### src/rtl/gpio_in_filter.sv
// gpio_in_filter: per-bit 2-flop synchronizer and mismatch-count debouncer
// feeding gpio_in. The optional edge-pulse / sticky-event / interrupt logic is
// built only when the macro GPIO_FILT_EDGE_IRQ_EN is defined. Otherwise those
// outputs are tied to 0 and evt_clr / irq_mask are ignored.
module gpio_in_filter #(
    parameter int WIDTH           = 32,
    parameter int DEBOUNCE_CYCLES = 16   // legal range 1..65535
) (
    input  logic             clk,
    input  logic             rst_n,
    input  logic [WIDTH-1:0] pad_in,
    output logic [WIDTH-1:0] gpio_in,
    output logic [WIDTH-1:0] rise_pulse,
    output logic [WIDTH-1:0] fall_pulse,
    input  logic [WIDTH-1:0] evt_clr,
    input  logic [WIDTH-1:0] irq_mask,
    output logic [WIDTH-1:0] evt_status,
    output logic             irq
);

    // DEBOUNCE_CYCLES = 1 would give a zero-width counter, so keep at least one bit.
    localparam int CNT_W = (DEBOUNCE_CYCLES > 1) ? $clog2(DEBOUNCE_CYCLES) : 1;
    localparam logic [CNT_W-1:0] CNT_LAST = CNT_W'(DEBOUNCE_CYCLES - 1);
    localparam logic [CNT_W-1:0] CNT_ONE  = CNT_W'(1);

    logic [WIDTH-1:0] stage1_q;
    logic [WIDTH-1:0] sync_q;
    logic [CNT_W-1:0] cnt_q [WIDTH];

    // Two-flop synchronizer for the asynchronous pad levels.
    // NOTE: sequential state is always assigned with <= so every flop samples
    // the pre-edge value of its source; blocking here would collapse the stages.
    always_ff @(posedge clk or negedge rst_n) begin
        if (!rst_n) begin
            stage1_q <= '0;
            sync_q   <= '0;
        end else begin
            stage1_q <= pad_in;
            sync_q   <= stage1_q;
        end
    end

    // Per-bit debounce: count consecutive mismatches, accept the new level on the last one.
    // NOTE: the counter array is control state, not data storage, so every
    // entry is reset; a partial count must never survive a reset.
    always_ff @(posedge clk or negedge rst_n) begin
        if (!rst_n) begin
            gpio_in <= '0;
            for (int i = 0; i < WIDTH; i++) begin
                cnt_q[i] <= '0;
            end
        end else begin
            for (int i = 0; i < WIDTH; i++) begin
                if (sync_q[i] == gpio_in[i]) begin
                    cnt_q[i] <= '0;
                end else if (cnt_q[i] == CNT_LAST) begin
                    gpio_in[i] <= sync_q[i];
                    cnt_q[i]   <= '0;
                end else begin
                    cnt_q[i] <= cnt_q[i] + CNT_ONE;
                end
            end
        end
    end

`ifdef GPIO_FILT_EDGE_IRQ_EN
    logic [WIDTH-1:0] gpio_in_d;

    // One-cycle delayed copy of the filtered level for edge detection.
    always_ff @(posedge clk or negedge rst_n) begin
        if (!rst_n) begin
            gpio_in_d <= '0;
        end else begin
            gpio_in_d <= gpio_in;
        end
    end

    assign rise_pulse = gpio_in & ~gpio_in_d;
    assign fall_pulse = ~gpio_in & gpio_in_d;

    // Sticky event flags: a pulse sets, evt_clr clears, and a set beats a clear on the same edge.
    always_ff @(posedge clk or negedge rst_n) begin
        if (!rst_n) begin
            evt_status <= '0;
        end else begin
            evt_status <= rise_pulse | fall_pulse | (evt_status & ~evt_clr);
        end
    end

    assign irq = |(evt_status & irq_mask);
`else
    // Edge/interrupt logic not built: outputs are constant and the control inputs are unused.
    logic unused_edge_inputs;

    assign unused_edge_inputs = ^{evt_clr, irq_mask};
    assign rise_pulse         = '0;
    assign fall_pulse         = '0;
    assign evt_status         = '0;
    assign irq                = 1'b0;
`endif

endmodule

### config.mk
export PLATFORM = sky130hd
export DESIGN_NAME = gpio_in_filter
export DESIGN_NICKNAME = d
export VERILOG_FILES = /design/src/rtl/gpio_in_filter.sv
export SDC_FILE = /design/constraint.sdc
export NUM_CORES = 1
export LEC_CHECK = 0
export BUFFER_PORTS_ARGS = -buffer_cell sky130_fd_sc_hd__buf_2
export CORE_ASPECT_RATIO = 1.25
export CORE_UTILIZATION = 54
export CTS_CLUSTER_SIZE = 14
export DETAILED_ROUTE_END_ITERATION = 10
export MAX_ROUTING_LAYER = met4
export PLACE_DENSITY = 0.8
export SLEW_MARGIN = 20
export SYNTH_ARGS = -nofsm -noshare
export SYNTH_HDL_FRONTEND = slang
export SYNTH_SLANG_ARGS = --single-unit
### constraint.sdc
create_clock -name clk -period 1.4 [get_ports clk]
set_input_delay 0 -clock clk [delete_from_list [all_inputs] [get_ports clk]]
set_output_delay 0 -clock clk [all_outputs]
set_load 0.01 [all_outputs]
==> results_dict.tcl, run 1 <==
set metrics [dict create \
    vias 5462 \
    htreeDepth 1 \
    grt_usage_pct 16.8 \
    ir_drop_uv 1030 \
    synth.distinct_cells 19 \
    slew_violations 0 \
    yosys_warnings 0 \
    cp_max_fo 4 \
    root_buffer "clkbuf_16" \
    path_cells "ha_1 > a21o_1 > a311oi_1" \
    drc 0 \
    ant_nets 0 \
    critPathBufInv 0 \
    cts-resized-gates 0 \
    power_density_nw_per_um2 1290 \
    setup_viol_count_final 0 \
    globalplace.congestion 0.743 \
    clk_path_buf_depth 3 \
    critPathKind "register to register" \
    status "completed" \
    rsz0062_at_grt "false" \
    antenna_found_initial 0 \
    cts_tree "done" \
    dieArea_um2 17900 \
    hold_class "input port to asynchronous set/reset pin" \
    postSynthRegisterBits 224 \
    synth_edf_count 0 \
    grt_pass1_vias 5388 \
    num-fill-cells 1262 \
    io_pins 227 \
    grt_pass1_wl_um 24100 \
    fin_crit_sh_pct 90.3 \
    hold_violations 0 \
    routed_wl_um 14500 \
    crit_family "compound AO/OA/AOI/OAI gates" \
    start_kind "register" \
    antenna_cells 0 \
    port_buffers 65 \
    max_cap_violations 0 \
    initial_core_util_pct 55.6 \
    arrival_ns 1.65 \
    cts_buffers 23 \
    die_h_um 150 \
    syn_area_um2 9400 \
    max_freq_mhz 791 \
    cts_sinks 224 \
    p_total_uw 13900 \
    rows 53 \
    synth_ff_type "dfrtp_1" \
    worstPathRequired_ns 1.78 \
    die_w_um 120 \
    nets 982 \
    setup-tns-final_ns 0 \
    skew_ns 0.00515 \
    via_per_inst 5.04 \
    grt_max_degree 54 \
    period_needed_ns 1.26 \
    areaGrowthSynthToFinish_pct 14.8 \
    drive_gt1_share_pct 16.6 \
    reg2reg_slack_ns 0.14 \
    grt-ovfl-total 0 \
    cp-end-kind "register" \
    syn_area_per_cell_um2 13.0 \
    seq_area_frac_synth_pct 59.6 \
    slowest_stage "dfrtp_1" \
    synthArstFlopShare_pct 100 \
    netlist_instances 724 \
    dr.pass1.iters 4 \
    slowest_delay_ns 0.41 \
    path_clk_slew_ns 0.06 \
    insertion_delay_ns 0.49 \
    drtIter0Drc 140 \
    routedWlPerCell_um 13.4 \
    leakage_uw 0.00510 \
    core_um2 16900 \
    dp_hpwl_um 9540 \
]
==> synthesized netlist by cell type (7+ instances only) <==
| cell type | count | area share (%) |
|---|---|---|
| nor2_1 | 32 | 1.3 |
| ha_1 | 32 | 4.3 |
| nand3_1 | 22 | 1.2 |
| a21oi_1 | 50 | 2.7 |
| buf_4 | 97 | 7.7 |
| dfrtp_1 | 224 | 60 |
| a21o_1 | 7 | 0.56 |
| o21ai_0 | 25 | 1.3 |
| nor3b_1 | 23 | 1.8 |
| nor2b_1 | 32 | 2.1 |
| a311oi_1 | 16 | 1.5 |
| nand3_2 | 10 | 1.1 |
| xnor2_1 | 64 | 6.0 |
| mux2_4 | 31 | 5.0 |
| nand4b_1 | 25 | 2.3 |
| inv_1 | 25 | 1.0 |
| a31oi_1 | 7 | 0.47 |
==> report_power, final <==
group	switching, uW	internal, uW
registers	285	6800
logic	512	417
clock network	2310	3580
==> path summary, 6_finish.rpt <==
check                              from            to  cells after the start
max in group asynchronous         rst_n    gpio_in[3]                      3
setup / recovery             cnt_q[104]    cnt_q[107]                      3
hold reg to reg            stage1_q[22]    sync_q[22]                      0
hold / removal                    rst_n     cnt_q[39]                      2
setup reg to reg             cnt_q[104]    cnt_q[107]                      3
min in group clk             pad_in[25]  stage1_q[25]                      2
==> sequential cells by signal, summed over array words and instances (netlist names) <==
name / count
gpio_in: 32
stage1_q: 32
sync_q: 32
cnt_q: 128
==> layer usage <==
metal  GRT usage [%]  up-vias  share of wire, %
met3            2.97       28               5.1
met4            5.44        0               2.2
li1                -     2567                 -
met2            30.2      145                53
met1            18.9     2722                40
met5               -        -                 0
==> cell type report <==
cell class	instances	area [um^2]	share of cell area (%)
flip-flops and latches	224	5610	51.9
repair buffers	104	761	7.05
well taps	220	275	2.55
clock inverters	3	65.1	0.603
multi-input cells	474	3340	30.9
inverters	25	93.8	0.869
clock buffers	34	657	6.09
==> logic make-up (layout without fill, tap and decap cells) <==
logic type / after synthesis / after routing / synth area share (%)
AOI/OAI and AO/OA: 105 / 105 / 6.51
DFF: 224 / 224 / 59.6
xor gates and xnor gates: 64 / 64 / 5.96
other: 1 / 97 / 0.0399
adders and majority gates: 32 / 32 / 4.26
buffers and inverters: 122 / 166 / 8.74
and+or+nand+nor: 144 / 144 / 9.81
muxes: 32 / 32 / 5.07
==> timing repair <==
action                                 4_1_cts  5_1_grt
hold buffers                                33        0
endpoints found under the hold margin      256        0
setup buffers                                0        0
==> stage by stage <==
step	area, um^2	util, %	hold WS [ns]	setup WS (ns)	cells
3_3_place_gp	9740	57.6	-0.0428	0.214	1014
5_1_grt	10800	63.8	0.0413	0.0592	1084
3_5_place_dp	9740	57.6	-0.0440	0.154	1014
2_1_floorplan	9760	-	-0.296	0.254	820
4_1_cts	10800	63.8	0.0175	0.108	1084
6_report	10800	63.8	0.0143	0.136	1084
==> placed cells by master (no fill, tap or decap), types with 10 or more instances in the layout <==
cell | netlist | layout
xnor2_1 | 64 | 64
a21oi_1 | 50 | 50
buf_2 | 0 | 64
dlygate4sd3_1 | 0 | 33
nand3_1 | 22 | 22
nor2_1 | 32 | 32
o21ai_0 | 25 | 25
inv_1 | 25 | 25
conb_1 | 1 | 97
clkbuf_16 | 0 | 23
nand4b_1 | 25 | 25
mux2_4 | 31 | 31
dfrtp_1 | 224 | 224
a311oi_1 | 16 | 16
ha_1 | 32 | 32
nor2b_1 | 32 | 32
nor3b_1 | 23 | 23
nand3_2 | 10 | 10
Power figures use the tool's default switching activity.
==> inputs of run 2 (changes only) <==
--- a/config.mk
+++ b/config.mk
@@ -5,6 +5,7 @@
 export SDC_FILE = /design/constraint.sdc
 export NUM_CORES = 1
 export LEC_CHECK = 0
+export ABC_AREA = 1
 export BUFFER_PORTS_ARGS = -buffer_cell sky130_fd_sc_hd__buf_2
 export CORE_ASPECT_RATIO = 1.25
 export CORE_UTILIZATION = 54
==> run 2 against run 1 <==
  * Clock-buffer cell count is 2 lower
  * Critical path depth is 1 higher
  * First-iteration DRC count is 110% higher
  * Critical path type unchanged
  * Largest power group unchanged
  * Highest routed layer unchanged
==> results_dict.tcl, run 2 <==
set metrics [dict create \
    status "completed" \
    period_needed_ns 1.13 \
    synth_edf_count 0 \
    synthArstFlopShare_pct 100 \
    hold_violations 0 \
    worstPathRequired_ns 1.82 \
    start_kind "register" \
    die_w_um 121 \
    drive_gt1_share_pct 9.54 \
    relSlewSlack_pct 66.0 \
    grt_use_met1_pct 18.0 \
    htreeDepth 1 \
    largest_reg_flops 128 \
    max_cap_violations 0 \
    dp_hpwl_um 9940 \
    seq_area_frac_synth_pct 58.8 \
    cts_tree "done" \
    clk_path_buf_depth 3 \
    dieArea_um2 18200 \
    io_pins 227 \
    netlist_instances 994 \
    areaGrowthSynthToFinish_pct 14.9 \
    grt_pass1_wl_um 25300 \
    synth.distinct_cells 11 \
    routed_wl_um 14400 \
    vias 6352 \
    synth_top_area_cell "dfrtp_1" \
    cp-end-kind "register" \
    antenna_found_initial 0 \
    registers.top_by_ff_count "cnt_q" \
    grt-ovfl-total 0 \
    rsz0062_at_grt "false" \
    synthTopCellsByCount "224 x dfrtp_1, 192 x nand2_1, 128 x inv_1, 128 x nor2_1, 97 x buf_4" \
    dr.pass1.iters 4 \
    grt_util_met2_pct 32.9 \
    die_h_um 151 \
    path_clk_slew_ns 0.06 \
    drc 0 \
    ir_drop_uv 1080 \
    power_density_nw_per_um2 1240 \
    grt_max_degree 64 \
    antenna_cells 0 \
    slew_violations 0 \
    skew_ns 0.00408 \
    initial_core_util_pct 54.9 \
    insertion_delay_ns 0.49 \
    port_buffers 65 \
    tightest_slew_ns 0.510 \
    rows 54 \
    drtIter0Drc 298 \
    globalplace.congestion 0.757 \
    final_core_util_pct 63.1 \
    layout_common_cells "224 x dfrtp_1, 192 x nand2_1, 128 x inv_1, 128 x nor2_1, 97 x conb_1" \
    max_freq_mhz 886 \
    setup-tns-final_ns 0 \
    hold_class "input port to asynchronous set/reset pin" \
    root_buffer "clkbuf_16" \
    p_total_uw 13600 \
    synth_area_leaders "dfrtp_1 59%, buf_4 7.6%, nand2_1 7.6%" \
    postSynthRegisterBits 224 \
    arrival_ns 1.55 \
    cts_buffers 23 \
    synth_ff_type "dfrtp_1" \
    syn_area_um2 9540 \
    syn_area_per_cell_um2 9.60 \
    setup_viol_count_final 0 \
    yosys_warnings 0 \
    synth.most_common_cell "dfrtp_1" \
    cts_sinks 224 \
    cts-resized-gates 0 \
    final_common_cell "dfrtp_1" \
    grt.met3_usage_pct 2.65 \
    core_um2 17400 \
    routedWlPerCell_um 10.5 \
    nets 1257 \
    via_per_inst 4.65 \
    grt_usage_pct 17.4 \
    critPathKind "register to register" \
    leakage_uw 0.00572 \
    ant_nets 0 \
    yosysTopAreaCellShare_pct 58.8 \
    busiest_layer "met2" \
    fin_crit_sh_pct 80.6 \
    cp_max_fo 4 \
    grt_pass1_vias 6127 \
]
-- run 2: cell types whose count changed after synthesis, sizes merged, moves of 16 or more --
cell    delta
xnor2     -32
a311oi    -16
nor2b     -32
mux2      -32
nand4b    -25
inv      +103
nand2    +192
nand4     +32
a21oi     -50
nor2      +96
nand3     +64
nor3b     -23
-- run 2: cells by family after synthesis --
logic type / after synthesis / share of synthesized area, %
compound gates: 32 / 1.68
xor+xnor: 32 / 2.94
fa+ha+maj: 32 / 4.20
buf+inv: 225 / 12.7
flops: 224 / 58.8
other cells: 1 / 0.0393
simple gates: 448 / 19.7
-- run 2: per-layer routing --
metal / vias to the layer above / routed length [um]
met4: 0 / 389
met2: 148 / 7550
met5: - / 0
met3: 31 / 719
li1: 3202 / -
met1: 2971 / 5700
-- run 2: where the power goes --
| group | total, uW | leakage (uW) | switching [uW] | internal (uW) |
|---|---|---|---|---|
| logic | 943 | 0.00247 | 563 | 380 |
| registers | 7050 | 0.00290 | 257 | 6800 |
| clock network | 5620 | 0.000348 | 2310 | 3310 |
-- run 2: path summary, 6_finish.rpt --
kind	startpoint	endpoint	slack, ns	cells after the start
min in group clk	pad_in[3]	stage1_q[3]	0.14	2
max in group asynchronous	rst_n	cnt_q[98]	0.80	3
setup / recovery	cnt_q[120]	cnt_q[123]	0.27	4
setup reg to reg	cnt_q[120]	cnt_q[123]	0.27	4
hold reg to reg	stage1_q[15]	sync_q[15]	0.35	0
hold / removal	rst_n	gpio_in[5]	0.05	2
-- run 2: metrics by stage --
step | hold slack [ns] | cells | setup WS [ns] | instance area [um^2]
after detailed placement | -0.00922 | 1293 | 0.324 | 9930
after floorplan | -0.296 | 1090 | 0.432 | 9900
final | 0.0536 | 1366 | 0.271 | 11000
after global routing | 0.0771 | 1366 | 0.195 | 11000
after global placement | -0.0146 | 1293 | 0.356 | 9930
after CTS | 0.0604 | 1366 | 0.275 | 11000
-- run 2: final cells by class --
type	count	area (um^2)
flip-flops and latches	224	5610
inverters	128	480
clock inverters	8	65.1
well taps	224	280
multi-input cells	641	3090
clock buffers	32	629
repair buffers	109	811
fillers	1380	6410
-- run 2: timing repair --
| action | 4_1_cts | 5_1_grt |
|---|---|---|
| buffers inserted | 0 | 0 |
| hold endpoints to repair | 256 | 0 |
| hold buffers | 33 | 0 |
-- run 2: worst max-delay path: stages (launching register included) --
cell,delay (ns)
dfrtp_1,0.42
ha_1,0.24
nand3_1,0.13
nand3_1,0.13
nor2_1,0.14
